--- src/rtl/riscv_pkg.sv ---
// Shared encodings for the multi-cycle RISC-V control path: opcodes, FSM states,
// immediate-select, ALU-op, PC-source and writeback-select codes.
`timescale 1ns/1ps
package riscv_pkg;

    localparam logic [6:0] OP_R      = 7'b0110011;
    localparam logic [6:0] OP_IALU   = 7'b0010011;
    localparam logic [6:0] OP_LOAD   = 7'b0000011;
    localparam logic [6:0] OP_STORE  = 7'b0100011;
    localparam logic [6:0] OP_BRANCH = 7'b1100011;
    localparam logic [6:0] OP_JAL    = 7'b1101111;
    localparam logic [6:0] OP_JALR   = 7'b1100111;
    localparam logic [6:0] OP_LUI    = 7'b0110111;
    localparam logic [6:0] OP_AUIPC  = 7'b0010111;

    localparam logic [2:0] F3_BEQ = 3'b000;
    localparam logic [2:0] F3_BNE = 3'b001;

    typedef enum logic [2:0] {
        S_FETCH  = 3'd0,
        S_DECODE = 3'd1,
        S_EXEC   = 3'd2,
        S_MEM    = 3'd3,
        S_WB     = 3'd4,
        S_HALT   = 3'd5
    } state_t;

    typedef enum logic [2:0] {
        IMM_R  = 3'b000,
        IMM_I  = 3'b001,
        IMM_S  = 3'b010,
        IMM_SB = 3'b011,
        IMM_UJ = 3'b100,
        IMM_U  = 3'b101
    } immtype_t;

    typedef enum logic [1:0] {
        ALU_ADD   = 2'b00,
        ALU_SUB   = 2'b01,
        ALU_FUNCT = 2'b10
    } alu_op_t;

    typedef enum logic [1:0] {
        PC_PLUS4   = 2'b00,
        PC_IMM     = 2'b01,
        PC_RS1_IMM = 2'b10
    } pc_src_t;

    typedef enum logic [1:0] {
        WB_ALU = 2'b00,
        WB_MEM = 2'b01,
        WB_PC4 = 2'b10,
        WB_IMM = 2'b11
    } wb_sel_t;

    typedef enum logic [3:0] {
        CLS_R, CLS_IALU, CLS_LOAD, CLS_STORE, CLS_BEQ, CLS_BNE,
        CLS_JAL, CLS_JALR, CLS_LUI, CLS_AUIPC, CLS_ILLEGAL
    } iclass_t;

    typedef struct packed {
        logic       ir_write;
        logic       pc_write;
        logic       mem_read;
        logic       mem_write;
        logic       reg_write;
        pc_src_t    pc_src;
        logic       alu_src_a;
        logic [1:0] alu_src_b;
        alu_op_t    alu_op;
        wb_sel_t    wb_sel;
    } ctrl_t;

endpackage

--- src/rtl/opcode_decoder.sv ---
// Combinational classifier: opcode/funct3 -> instruction class, immediate
// select and legality.
`timescale 1ns/1ps
module opcode_decoder
    import riscv_pkg::*;
(
    input  logic [6:0] opcode,
    input  logic [2:0] funct3,
    output iclass_t    iclass,
    output immtype_t   immtype,
    output logic       legal
);

    always_comb begin
        iclass  = CLS_ILLEGAL;
        immtype = IMM_R;
        legal   = 1'b0;
        case (opcode)
            OP_R:      begin iclass = CLS_R;     immtype = IMM_R;  legal = 1'b1; end
            OP_IALU:   begin iclass = CLS_IALU;  immtype = IMM_I;  legal = 1'b1; end
            OP_LOAD:   begin iclass = CLS_LOAD;  immtype = IMM_I;  legal = 1'b1; end
            OP_JALR:   begin iclass = CLS_JALR;  immtype = IMM_I;  legal = 1'b1; end
            OP_STORE:  begin iclass = CLS_STORE; immtype = IMM_S;  legal = 1'b1; end
            OP_JAL:    begin iclass = CLS_JAL;   immtype = IMM_UJ; legal = 1'b1; end
            OP_LUI:    begin iclass = CLS_LUI;   immtype = IMM_U;  legal = 1'b1; end
            OP_AUIPC:  begin iclass = CLS_AUIPC; immtype = IMM_U;  legal = 1'b1; end
            OP_BRANCH: begin
                immtype = IMM_SB;
                // Only beq/bne are supported; other compares are trapped as illegal.
                if (funct3 == F3_BEQ) begin
                    iclass = CLS_BEQ;
                    legal  = 1'b1;
                end else if (funct3 == F3_BNE) begin
                    iclass = CLS_BNE;
                    legal  = 1'b1;
                end
            end
            default: ;
        endcase
    end

endmodule

--- src/rtl/control_fsm.sv ---
// Multi-cycle RISC-V control FSM: FETCH/DECODE/EXEC/MEM/WB with a sticky HALT
// on illegal instructions. Outputs are registered except the branch pc_src and
// the store-completion pc_write, which follow alu_zero / mem_ready directly.
`timescale 1ns/1ps
module control_fsm
    import riscv_pkg::*;
(
    input  logic        clk,
    input  logic        reset,
    input  logic [31:0] instruction,
    input  logic        alu_zero,
    input  logic        mem_ready,
    output logic [2:0]  immtype,
    output logic        ir_write,
    output logic        pc_write,
    output logic        mem_read,
    output logic        mem_write,
    output logic        reg_write,
    output logic [1:0]  pc_src,
    output logic        alu_src_a,
    output logic [1:0]  alu_src_b,
    output logic [1:0]  alu_op,
    output logic [1:0]  wb_sel,
    output logic        illegal,
    output logic [2:0]  state
);

    state_t   state_q;
    state_t   state_d;
    iclass_t  cls_q;
    iclass_t  cls_sel;
    immtype_t immtype_q;
    ctrl_t    ctrl_q;
    logic     illegal_q;

    iclass_t  dec_cls;
    immtype_t dec_imm;
    logic     dec_legal;

    logic     br_exec;
    logic     br_taken;
    logic     st_done;
    logic     unused_bits;

    opcode_decoder u_dec (
        .opcode  (instruction[6:0]),
        .funct3  (instruction[14:12]),
        .iclass  (dec_cls),
        .immtype (dec_imm),
        .legal   (dec_legal)
    );

    assign unused_bits = ^{instruction[31:15], instruction[11:7]};

    function automatic ctrl_t state_ctrl(input state_t s, input iclass_t c);
        ctrl_t r;
        r = '0;
        case (s)
            S_FETCH: r.ir_write = 1'b1;
            S_EXEC: begin
                r.alu_op = ALU_ADD;
                case (c)
                    CLS_R:       begin r.alu_src_a = 1'b1; r.alu_src_b = 2'b00; r.alu_op = ALU_FUNCT; end
                    CLS_IALU:    begin r.alu_src_a = 1'b1; r.alu_src_b = 2'b01; r.alu_op = ALU_FUNCT; end
                    CLS_LOAD,
                    CLS_STORE:   begin r.alu_src_a = 1'b1; r.alu_src_b = 2'b01; end
                    CLS_AUIPC:   begin r.alu_src_a = 1'b0; r.alu_src_b = 2'b01; end
                    CLS_BEQ,
                    CLS_BNE: begin
                        r.alu_src_a = 1'b1;
                        r.alu_src_b = 2'b00;
                        r.alu_op    = ALU_SUB;
                        r.pc_write  = 1'b1;
                    end
                    default: ;
                endcase
            end
            S_MEM: begin
                r.mem_read  = (c == CLS_LOAD);
                r.mem_write = (c == CLS_STORE);
            end
            S_WB: begin
                r.reg_write = 1'b1;
                r.pc_write  = 1'b1;
                case (c)
                    CLS_LOAD: r.wb_sel = WB_MEM;
                    CLS_LUI:  r.wb_sel = WB_IMM;
                    CLS_JAL:  begin r.wb_sel = WB_PC4; r.pc_src = PC_IMM;     end
                    CLS_JALR: begin r.wb_sel = WB_PC4; r.pc_src = PC_RS1_IMM; end
                    default:  r.wb_sel = WB_ALU;
                endcase
            end
            default: ;
        endcase
        return r;
    endfunction

    function automatic state_t next_state(input state_t s, input iclass_t c,
                                          input logic legal, input logic rdy);
        state_t n;
        case (s)
            S_FETCH:  n = S_DECODE;
            S_DECODE: n = legal ? S_EXEC : S_HALT;
            S_EXEC: begin
                case (c)
                    CLS_BEQ, CLS_BNE:    n = S_FETCH;
                    CLS_LOAD, CLS_STORE: n = S_MEM;
                    default:             n = S_WB;
                endcase
            end
            S_MEM: begin
                if (!rdy)                n = S_MEM;
                else if (c == CLS_LOAD)  n = S_WB;
                else                     n = S_FETCH;
            end
            S_WB:     n = S_FETCH;
            default:  n = S_HALT;
        endcase
        return n;
    endfunction

    // The class is taken straight from the decoder while leaving DECODE so
    // the EXEC outputs can be registered on that same edge.
    assign cls_sel = (state_q == S_DECODE) ? dec_cls : cls_q;
    assign state_d = next_state(state_q, cls_sel, dec_legal, mem_ready);

    always_ff @(posedge clk) begin
        if (reset) begin
            state_q   <= S_FETCH;
            cls_q     <= CLS_R;
            immtype_q <= IMM_R;
            illegal_q <= 1'b0;
            ctrl_q    <= state_ctrl(S_FETCH, CLS_R);
        end else begin
            state_q   <= state_d;
            ctrl_q    <= state_ctrl(state_d, cls_sel);
            illegal_q <= illegal_q | (state_d == S_HALT);
            if (state_q == S_DECODE) begin
                cls_q <= dec_cls;
                if (dec_legal) begin
                    immtype_q <= dec_imm;
                end
            end
        end
    end

    assign br_exec  = (state_q == S_EXEC) && ((cls_q == CLS_BEQ) || (cls_q == CLS_BNE));
    assign br_taken = (cls_q == CLS_BEQ) ? alu_zero : !alu_zero;
    assign st_done  = (state_q == S_MEM) && (cls_q == CLS_STORE) && mem_ready;

    // Enables are forced low for as long as reset is held, not just after the edge.
    assign ir_write  = ctrl_q.ir_write  & ~reset;
    assign pc_write  = (ctrl_q.pc_write | st_done) & ~reset;
    assign mem_read  = ctrl_q.mem_read  & ~reset;
    assign mem_write = ctrl_q.mem_write & ~reset;
    assign reg_write = ctrl_q.reg_write & ~reset;

    assign pc_src    = br_exec ? (br_taken ? PC_IMM : PC_PLUS4) : ctrl_q.pc_src;
    assign alu_src_a = ctrl_q.alu_src_a;
    assign alu_src_b = ctrl_q.alu_src_b;
    assign alu_op    = ctrl_q.alu_op;
    assign wb_sel    = ctrl_q.wb_sel;
    assign immtype   = immtype_q;
    assign illegal   = illegal_q;
    assign state     = state_q;

endmodule

--- config.mk ---
export PLATFORM = sky130hd
export DESIGN_NAME = control_fsm
export DESIGN_NICKNAME = d
export VERILOG_FILES = /design/src/rtl/riscv_pkg.sv /design/src/rtl/opcode_decoder.sv /design/src/rtl/control_fsm.sv
export SDC_FILE = /design/constraint.sdc
export NUM_CORES = 1
export LEC_CHECK = 0
export ABC_AREA = 1
export CAP_MARGIN = 20
export CORE_ASPECT_RATIO = 0.7
export CORE_MARGIN = 2
export CORE_UTILIZATION = 43
export CTS_CLUSTER_SIZE = 14
export DETAILED_ROUTE_END_ITERATION = 8
export GPL_TIMING_DRIVEN = 0
export PLACE_DENSITY_LB_ADDON = 0.15
export SYNTH_ARGS = -nofsm -noshare
export SYNTH_HDL_FRONTEND = slang
export SYNTH_HIERARCHICAL = 1
export SYNTH_SLANG_ARGS = --single-unit
--- constraint.sdc ---
create_clock -name clk -period 2.4 [get_ports clk]
set_input_delay 0.48 -clock clk [delete_from_list [all_inputs] [get_ports clk]]
set_output_delay 0.48 -clock clk [all_outputs]
set_load 0.02 [all_outputs]
**Word level (Yosys, flattened, before mapping)**

Cells that the tools add are included.

- Add/sub/neg operators: 0
- $mul: 0
- Divide/modulo/power cells: 0
- Order comparisons: 0
- Equality and inequality tests: 30
- Shifts and indexed selects: 0
- Multiplexer cells: 24
- Bitwise operators: 11
- Reductions and logical operators: 22

Operators by type and width:

| kind | count |
|---|---|
| case mux 4 bit (9 select lines) | 1 |
| case mux 3 bit (5 select lines) | 2 |
| equality test 4 x 3 -> 1 bit, second input constant | 6 |
| equality test 7 x 6 -> 1 bit, second input constant | 3 |
| equality test 7 bit, second input constant | 3 |
| OR reduction 2 bit | 8 |
| equality test 7 x 5 -> 1 bit, second input constant | 2 |
| equality test 3 x 2 -> 1 bit, second input constant | 4 |
| equality test 4 x 2 -> 1 bit, second input constant | 3 |
| two-way mux 3 bit | 4 |
| two-way mux 4 bit | 3 |
| equality test 3 bit, second input constant | 3 |
| zero test 3 bit | 3 |
| case mux 3 bit (3 select lines) | 1 |
| OR reduction 3 bit | 3 |
| equality test 4 bit, second input constant | 2 |
| case mux 2 bit (2 select lines) | 2 |
| OR reduction 8 bit | 1 |
| equality test 7 x 2 -> 1 bit, second input constant | 1 |
| equality test 3 x 1 -> 1 bit, second input constant | 2 |
| two-way mux 1 bit | 6 |
| case mux 2 bit (3 select lines) | 1 |
| case mux 3 bit (2 select lines) | 1 |
| AND 1 bit | 5 |
| other kinds (10) | 17 |

- Register bits after elaboration: 25
- Latch bits: 0
- Memory bits (writable): 0
- Bits in read-only memories: 0
- Input bits: 36
- Output and inout port bits: 21
- Logic and storage cells: 101
- Memories kept: 0

**Depth between registers and ports, before layout**

Gate-level depths: netlist of run 1.

- Word-level depth: 12
- Depth in mapped cells: 17
- Depth with buffers taken out: 17

**Cells and area by module**

The synthesis of run 1 kept the hierarchy.

By module, submodules not included:

| module | instances | cells each | area each (um^2) | sequential area each (um^2) |
|---|---|---|---|---|
| control_fsm | 1 | 152 | 1084.8 | 480.5 |
| opcode_decoder | 1 | 55 | 306.5 | 0.0 |

**Least setup slack after synthesis of run 1**

OpenSTA, ideal clock, no wires.

- Path type: register to output
- Start point: reg state_q[1] (netlist: state[1])
- End point: out pc_src[0]
- Arrival: 1.549 ns
- Data required time: 1.920 ns
- Path slack: 0.371 ns
- Cell stages (with the launch flop): 7
- Buffers on the path: 0
- Cells stage by stage: dfxtp_1 > inv_2 > nor3_1 > inv_1 > nor4_1 > nand2_1 > o21ai_0

- Word-level cells in the longest chain between the ends: 3

RTL lines:

| element | RTL line | text |
|---|---|---|
| start, declared | control_fsm.sv:28 | `state_t state_q;` |
| start signal, assigned | control_fsm.sv:135 | `state_q <= state_d;` |
| equality test 3 x 2 -> 1 bit | control_fsm.sv:147 | `assign br_exec = (state_q == S_EXEC) && ((cls_q == CLS_BEQ) \|\| (cls_q == CLS_BNE));` |
| logical AND 1 bit | control_fsm.sv:147 |  |
| two-way mux 2 bit | control_fsm.sv:158 | `assign pc_src = br_exec ? (br_taken ? PC_IMM : PC_PLUS4) : ctrl_q.pc_src;` |
| end, declared | control_fsm.sv:19 | `output logic [1:0] pc_src,` |

No other way between the ends.

**Worst setup path in the final report of run 1**

Same ends and word-level chain as after synthesis.

==> impl_results.md, run 1 <==
* First-pass GRT wire length at 5.47 mm
* Arrival time worst endpoint at 1.80 ns
* Synth Instances at 207
* DP Cell Count at 278
* Clock Path Buffers at 2
* # rows at 17
* CTS clk-pin slew, worst paths at 0.08 ns
* Final Wtd Congestion at 0.806
* Clk pwr share at 24.2%
* Post-synthesis area per instance at 6.72 sq um
* Status: complete, no violations
* Fin. Hold Viols at 0
* Final Cycle Share at 95.2%
* Comb pwr share at 34.9%
* WS Path Type: reg2out
* Die X at 72.0 microns
* Port Buffer Count at 33
* Int Power at 0.000725 W
* R2R cell count at 8
* ANT nets after route at 0
* Area grow syn2layout at 49.4%
* Via density at 5.02
* Syn nets at 243
* Routed wire per std cell at 12.2 microns
* Largest net degree at the start of global routing at 14
* Layout cells sized above 1 at 30.4%
* Final-report max-slew violation count at 0
* # nets final at 290
* Critical path startpoint category: flop
* DRC viols at 0
* Share of the synthesized area in the top cell type at 34.5%
* Fillers at 274
* VDD IR-drop max at 0.461 mV
* Final setup viols at 0
* Fin crit period at 2.28 ns
* Register share of total power at 40.9%
* Die H at 51.6 microns
* DP Wirelength at 2.43 mm
* Gr usage total at 18.7%
* Register area share after synthesis at 34.5%
* Vias at 1460
* 1st-pass router iterations at 4
* YS warnings at 6
* FMAX at 438 MHz
* Crit-path cells: inv_2, nor3_4, inv_1, nor4_4, nand2_1, o21ai_0, clkdlybuf4s15_1
* FF+latch count, synth at 24
* Synth top area cells: dfxtp_1, nor2_1, nand2_1, inv_1, nand3_1
* Setup TNS at 0 ns
* Largest stage delay on the critical path at 0.38 ns
* CP Capture Point: pc_src[0]
* P_leak at 1.09 nW
* Worst r2r dst: ctrl_q[10]
* P_sw at 0.000391 W
* Starting density of the core at 44.5%
* Ant. Diodes at 0
* Crit-path max FO at 10
* Worst-Skew Late Latency at 0.26 ns
* Worst endpoint required time at 1.92 ns
* Vias in the first global route at 1243
* Register-to-register setup slack at 0.52 ns
* Number of H-tree levels at 1
* Critical path's slowest cell: dfxtp_2
* Post-synthesis cell type count at 28
* Crit end category: output pin
* Core area at 0.00313 sq mm
* I/O pins at 57
* Met2 Usage GRT at 26.7%
* # clock sinks at 24
* Die area at 0.00371 sq mm
* Fin cells at 291
* Detailed-route wire length at 3.55 mm
* CTS tree: built
* Reg-to-Reg Start: state[2]
* Switching Share at 35.0%
* Clock skew at 0.00293 ns
* Crit path from: state[1]
* Grt ovf at 0
* Power Dens Cells at 537 mW/mm^2
* Drt initial violations at 106
* Yosys top cell by area: dfxtp_1
* # Max-Cap Violations at 0
* Post-Syn Area at 0.00139 sq mm
* Met1 usage at 27.8%
* TritonCTS Buffers at 3
* Met3 GRT Util at 4.84%
* Gr busiest metal: met1
* Initial antenna violation count at 0
* Clk root buf: clkbuf_8
* Min-Delay Path Class: reg2reg
-- repair_timing --
action | 4_1_cts | 5_1_grt
gates cloned | 0 | 0
gates resized for setup | 13 | 40
hold buffers | 0 | 0
pin swaps | 2 | 10
setup endpoints to repair | 12 | 22
setup buffers | 1 | 8
-- cell type report --
cell class                 count  area [sq um]  share of cell area (%)
inverter                      34           128                    6.14
timing repair buffer          42           423                    20.3
buffer                         7          52.6                    2.53
sequential                    24           483                    23.2
tap                           38          47.5                    2.29
multi-input combinational    142           890                    42.8
clock buffer                   4          55.1                    2.65
-- state kept, by name, summed over array words and instances (netlist names) --
name / cells
alu_src_a: 1
illegal: 1
immtype: 3
alu_src_b: 1
ctrl_q: 7
cls_q: 4
state: 3
wb_sel: 2
alu_op: 2
-- power groups by stage --
stage | Combinational [W] | Clock, W | Sequential, W
after CTS | 0.000309 | 0.000273 | 0.000454
after detailed placement | 0.000295 | 0 | 0.000457
after global routing | 0.000422 | 0.000292 | 0.000462
final | 0.000390 | 0.000270 | 0.000457
after global placement | 0.000295 | 0 | 0.000457
after floorplan | 0.000190 | 0 | 0.000466
-- logic make-up after synthesis --
group / count (synthesis) / share of synthesized area (%)
AOI/OAI and AO/OA: 16 / 6.48
xor gates and xnor gates: 1 / 0.630
buffers and inverters: 41 / 12.7
DFF: 24 / 34.5
other: 1 / 0.270
and+or+nand+nor: 124 / 45.4
-- synth_stat cells --
master    instances
nand3_2           3
o21ai_0           6
a21oi_1           3
conb_1            1
o21ai_1           3
clkbuf_1          1
nor3_1            7
nand2_4           1
o211ai_1          1
nand3_4           1
nand3_1          17
nor2_8            1
xor2_1            1
buf_4             6
nor2_1           40
o31ai_1           1
nor2_4            2
nand4_1           5
nand2_2          12
nand2_1          27
nor2_2            3
inv_1            26
dfxtp_1          24
a31oi_1           1
nand3b_1          2
nor4_1            3
a41oi_1           1
inv_2             8
-- through the flow --
stage          power (W)  hold slack, ns  setup slack (ns)  utilization (%)  cell area [sq um]
2_1_floorplan   0.000655           0.549             0.371                -               1390
5_1_grt          0.00118           0.566          -0.00453             66.5               2080
6_report         0.00112           0.481             0.115             66.5               2080
3_5_place_dp    0.000752           0.462            -0.340             56.6               1770
3_3_place_gp    0.000752           0.471            -0.349             56.6               1770
4_1_cts          0.00104           0.483           -0.0199             59.9               1870
-- routing by layer --
metal | wire length [microns] | vias up | share of wire (%)
li1 | - | 751 | -
met1 | 1820 | 651 | 51
met2 | 1450 | 54 | 41
met3 | 265 | 4 | 7.5
met4 | 20 | 0 | 0.56
met5 | 0 | - | 0
-- worst min-delay path by stage --
| stage | from | end | slack, ns | cells after the start |
|---|---|---|---|---|
| after CTS | illegal | illegal | 0.48 | 2 |
| after global routing | illegal | illegal | 0.57 | 2 |
| after floorplan | reset | state[0] | 0.55 | 1 |
| after global placement | illegal | illegal | 0.47 | 2 |
| final | illegal | illegal | 0.48 | 2 |
| after detailed placement | illegal | illegal | 0.46 | 2 |
-- worst max-delay path, delay by kind of cell (launching register included) --
family	cells	cell delay, ns
buffers and inverters	3	0.56
AND/OR/NAND/NOR	3	0.53
flip-flops	1	0.38
AO/OA/AOI/OAI	1	0.08
-- cell usage in the layout, fill, tap and decap left out, drive strengths merged, types with 7 or more instances in the layout --
master         Yosys  layout
nand2             40      40
buf                6      15
inv               34      34
nor3               7       7
nand3             21      21
dfxtp             24      24
clkdlybuf4s50      0      19
dlymetal6s2s       0      11
o21ai              9       9
nor2              46      46
No activity file was read; power rests on OpenSTA's default activity.
==> inputs of run 2 (changes only) <==
TNS_END_PERCENT = 50   (was unset)
==> run 2 against run 1 <==
Sequential share of layout area is 0.51 points higher. Clock skew hardly changed. Die area stayed put. Fmax is 3.9% lower. Clock-buffer cell count stayed put. Flip-flop and latch count stayed put.
==> impl_results.md, run 2 (synthesis gave the netlist of run 1 again) <==
* Most frequent cells in the layout: nor2_1, inv_1, nand2_1, dfxtp_1, clkdlybuf4s50_1
* ANT nets after route at 0
* Fin crit period at 2.38 ns
* Largest Register: ctrl_q
* DP Wirelength at 2.43 mm
* # clock sinks at 24
* Port Buffer Count at 33
* # nets final at 286
* Ant. Diodes at 0
* Register share of total power at 42.1%
* Most common cell after layout, fill and taps aside: nor2_1
* FMAX at 421 MHz
* Arrival time worst endpoint at 1.90 ns
* WS Path Type: reg2out
* Clk pwr share at 24.8%
* Worst r2r dst: ctrl_q[10]
* DRC viols at 0
* Setup TNS at 0 ns
* Via density at 5.07
* Critical path startpoint category: flop
* Final Wtd Congestion at 0.806
* Crit end category: output pin
* Power Dens Cells at 533 mW/mm^2
* CTS clk-pin slew, worst paths at 0.08 ns
* Gr usage total at 18.6%
* Switching Share at 34.9%
* Initial antenna violation count at 0
* # rows at 17
* Core area at 0.00313 sq mm
* Tot Pwr at 0.00108 W
* Worst endpoint required time at 1.92 ns
* Final WS setup at 0.0231 ns
* DP Cell Count at 278
* Hold-fix buffers, CTS at 0
* Fin cells at 287
* Die area at 0.00371 sq mm
* VDD IR-drop max at 0.455 mV
* Layout cells sized above 1 at 28.9%
* Worst-Skew Late Latency at 0.26 ns
* TritonCTS Buffers at 3
* Largest regs: ctrl_q x7, cls_q x4
* I/O pins at 57
* Grt ovf at 0
* Clk root buf: clkbuf_8
* # Max-Cap Violations at 0
* P_leak at 1.06 nW
* Clock Path Buffers at 2
* Vias in the first global route at 1231
* Number of H-tree levels at 1
* Final Cycle Share at 99.0%
* 1st-pass router iterations at 4
* Largest net degree at the start of global routing at 14
* Final-report max-slew violation count at 0
* RSZ-0062 raised after global routing: true
* Min Hold Slack at 0.482 ns
* Status: complete, no violations
* Int Power at 0.000706 W
* Die X at 72.0 microns
* Crit path from: state[2]
* Register-to-register setup slack at 0.55 ns
* First-pass GRT wire length at 5.46 mm
* Routed wire per std cell at 11.7 microns
* Final setup viols at 0
* Drt initial violations at 129
* Starting density of the core at 44.5%
* Crit-path max FO at 7
* Worst slack, placed at -0.340 ns
* P_sw at 0.000378 W
* Comb pwr share at 33.1%
* Vias at 1455
* CTS tree: built
* Min-Delay Path Class: reg2reg
* Reg-to-Reg Start: state[2]
* CP Capture Point: pc_src[1]
* Clock skew at 0.00291 ns
* Area grow syn2layout at 46.1%
* Max FFs per register at 7
* R2R cell count at 8
* Fin. Hold Viols at 0
* Die H at 51.6 microns
* Detailed-route wire length at 3.35 mm
==> run 2: layer usage <==
metal  global-route usage, %  share of wire (%)  up-vias  wire (microns)
met4                    3.77                1.4        0              46
met1                    28.1                 51      654            1730
met3                    4.84                8.0        6             268
met2                    26.2                 39       49            1310
met5                       0                  0        -               0
li1                        -                  -      746               -
==> run 2: critical path, stage by stage, from the launching register on <==
cell             delay [ns]
dfxtp_1                0.44
nor3_4                 0.30
inv_1                  0.11
nor4_4                 0.19
nor2_1                 0.06
clkdlybuf4s50_1        0.53
==> run 2: power by group through the flow <==
stage | combinational (W) | clock [W] | sequential [W]
finish | 0.000359 | 0.000269 | 0.000456
floorplan | 0.000190 | 0 | 0.000466
CTS | 0.000304 | 0.000273 | 0.000454
detailed placement | 0.000295 | 0 | 0.000457
global route | 0.000395 | 0.000292 | 0.000462
global placement | 0.000295 | 0 | 0.000457
==> run 2: how the worst min path moves through the flow <==
stage | from | to | slack, ns | depth (start not counted)
final | illegal | illegal | 0.48 | 2
after global routing | illegal | illegal | 0.57 | 2
after CTS | illegal | illegal | 0.48 | 2
after detailed placement | illegal | illegal | 0.46 | 2
after global placement | illegal | illegal | 0.47 | 2
after floorplan | reset | state[0] | 0.55 | 1
==> run 2: final cells by class <==
class                           count  area [sq um]
Inverter                           34           128
Multi-Input combinational cell    142           878
Clock buffer                        4          55.1
Fill cell                         291          1090
Buffer                              7          52.6
Sequential cell                    24           483
Timing Repair Buffer               38           389
Tap cell                           38          47.5
==> run 2: timing repair <==
item | in CTS | in global routing
buffers inserted | 0 | 5
endpoints found under the setup margin | 12 | 21
gates resized for setup | 11 | 38
pin swaps | 1 | 12
==> run 2: through the flow <==
step | util (%) | cell area [sq um]
2_1_floorplan | - | 1390
3_3_place_gp | 56.6 | 1770
3_5_place_dp | 56.6 | 1770
4_1_cts | 59.5 | 1860
5_1_grt | 65.0 | 2030
6_report | 65.0 | 2030
==> inputs of run 3 (changes only) <==
TNS_END_PERCENT = 10   (was 50)
==> run 3 against run 2 <==
Clock skew rose by 0.00063 ns. Worst setup slack improved by 0.032 ns. Worst hold slack barely moved. Clock-buffer cell count did not move. Sequential power barely moved. First-iteration DRC count rose by 3.9%. Largest power group unchanged. Register-to-register slack improved by 0.04 ns. Critical path depth rose by 1.
==> impl_results.md, run 3 (synthesis gave the netlist of run 1 again) <==
* Status: complete, no violations
* Most common cell after layout, fill and taps aside: nor2_1
* Via density at 5.06
* FMAX at 426 MHz
* WS Path Type: in2out
* Final Wtd Congestion at 0.806
* Clk root buf: clkbuf_8
* Die H at 51.6 microns
* Arrival time worst endpoint at 1.87 ns
* Largest stage delay on the critical path at 0.45 ns
* Largest regs: ctrl_q x7, cls_q x4
* 1st-pass router iterations at 4
* Power Dens Cells at 535 mW/mm^2
* Family with the most delay on the worst path: buffers and inverters
* Min Hold Slack at 0.481 ns
* Die X at 72.0 microns
* P_leak at 1.08 nW
* Worst Path Buf+Inv at 3
* Core area at 0.00313 sq mm
* Largest net degree at the start of global routing at 14
* Initial antenna violation count at 0
* Final setup viols at 0
* Layout cells sized above 1 at 28.9%
* CTS clk-pin slew, worst paths at 0.08 ns
* Crit-path cells: clkdlybuf4s50_1, inv_1, nor4_2, a41oi_1, nor2_1, dlygate4sd2_1
* Die area at 0.00371 sq mm
* Routed wire per std cell at 11.7 microns
* Number of H-tree levels at 1
* WL met2 at 1.32 mm
* Most frequent cells in the layout: nor2_1, inv_1, nand2_1, dfxtp_1, clkdlybuf4s50_1
* Final-report max-slew violation count at 0
* Max FFs per register at 7
* # Max-Cap Violations at 0
* I/O pins at 57
* Setup TNS at 0 ns
* Clock Path Buffers at 2
* TritonCTS Buffers at 3
* Worst-Skew Late Latency at 0.26 ns
* Fin. Hold Viols at 0
* Final Cycle Share at 97.7%
* Met3 Routed Length at 265 microns
* Grt ovf at 0
* Max layer used: met4
* CTS tree: built
* # clock sinks at 24
* # nets final at 286
* Critical path startpoint category: input pin
* Crit end category: output pin
* Worst endpoint required time at 1.92 ns
* Vias in the first global route at 1231
* M1 WL at 1.76 mm
* Detailed-route wire length at 3.37 mm
* Crit-path max FO at 2
* Gr usage total at 18.6%
* Vias at 1452
* VDD IR-drop max at 0.454 mV
* DRC viols at 0
* Util after Layout at 64.8%
* Port Buffer Count at 33
* Critical path's slowest cell: clkdlybuf4s50_1
* Starting density of the core at 44.5%
* First-pass GRT wire length at 5.46 mm
* Largest Register: ctrl_q
* Min-Delay Path Class: reg2reg
* Drt initial violations at 134
* Clock skew at 0.00354 ns
* RSZ-0062 raised after global routing: true
* Fin crit period at 2.35 ns
* ANT nets after route at 0
* # rows at 17
* DP Wirelength at 2.43 mm
* Area grow syn2layout at 45.7%
* Ant. Diodes at 0
==> run 3: changes by cell type in the layout (fill, tap and decap cells not counted) <==
| cell | previous run | this run |
|---|---|---|
| clkdlybuf4s50_1 | 20 | 19 |
| dlymetal6s2s_1 | 10 | 11 |
| nor4_2 | 0 | 1 |
| nor4_4 | 2 | 1 |
==> run 3: path summary, 6_finish.rpt <==
check | start | endpoint | slack, ns | depth (start not counted)
setup / recovery | mem_ready | pc_write | 0.05 | 6
setup reg to reg | state[2] | ctrl_q[10] | 0.59 | 8
hold reg to reg | illegal | illegal | 0.48 | 2
hold / removal | illegal | illegal | 0.48 | 2
==> run 3: power breakdown <==
part           internal, W  switching [W]  total [W]
Clock             0.000146       0.000124   0.000270
Combinational     0.000134       0.000225   0.000359
Sequential        0.000426      0.0000297   0.000456
==> run 3: routing by layer <==
metal | vias to the layer above | GRT usage [%]
met5 | - | 0
met4 | 0 | 3.77
met3 | 4 | 4.84
met2 | 54 | 26.2
met1 | 651 | 28.1
li1 | 743 | -
==> run 3: tightest hold or removal path, stage by stage (launching register included) <==
cell and delay [ns]:
dfxtp_1 0.33, o21ai_0 0.08, inv_1 0.05
==> run 3: layout make-up <==
cell class	count	area, sq um
fill	294	1100
multi-input combinational	142	870
sequential	24	483
timing repair buffer	38	392
inverter	34	128
clock buffer	4	55.1
buffer	7	52.6
tap	38	47.5
==> run 3: repair_timing <==
action                                 CTS  global route
setup buffers                            0             5
pin swaps                                1            12
endpoints found under the hold margin    0             0
setup endpoints to repair               12            21
cloned                                   0             0
hold buffers                             0             0
gates resized for setup                 11            38
==> run 3: per-stage QoR <==
step	instances	worst slack [ns]	total power, W	instance area (sq um)
floorplan	207	0.371	0.000655	1390
global placement	278	-0.349	0.000752	1770
detailed placement	278	-0.340	0.000752	1770
CTS	282	-0.00615	0.00103	1860
global route	287	-0.0729	0.00114	2030
finish	287	0.0550	0.00108	2030
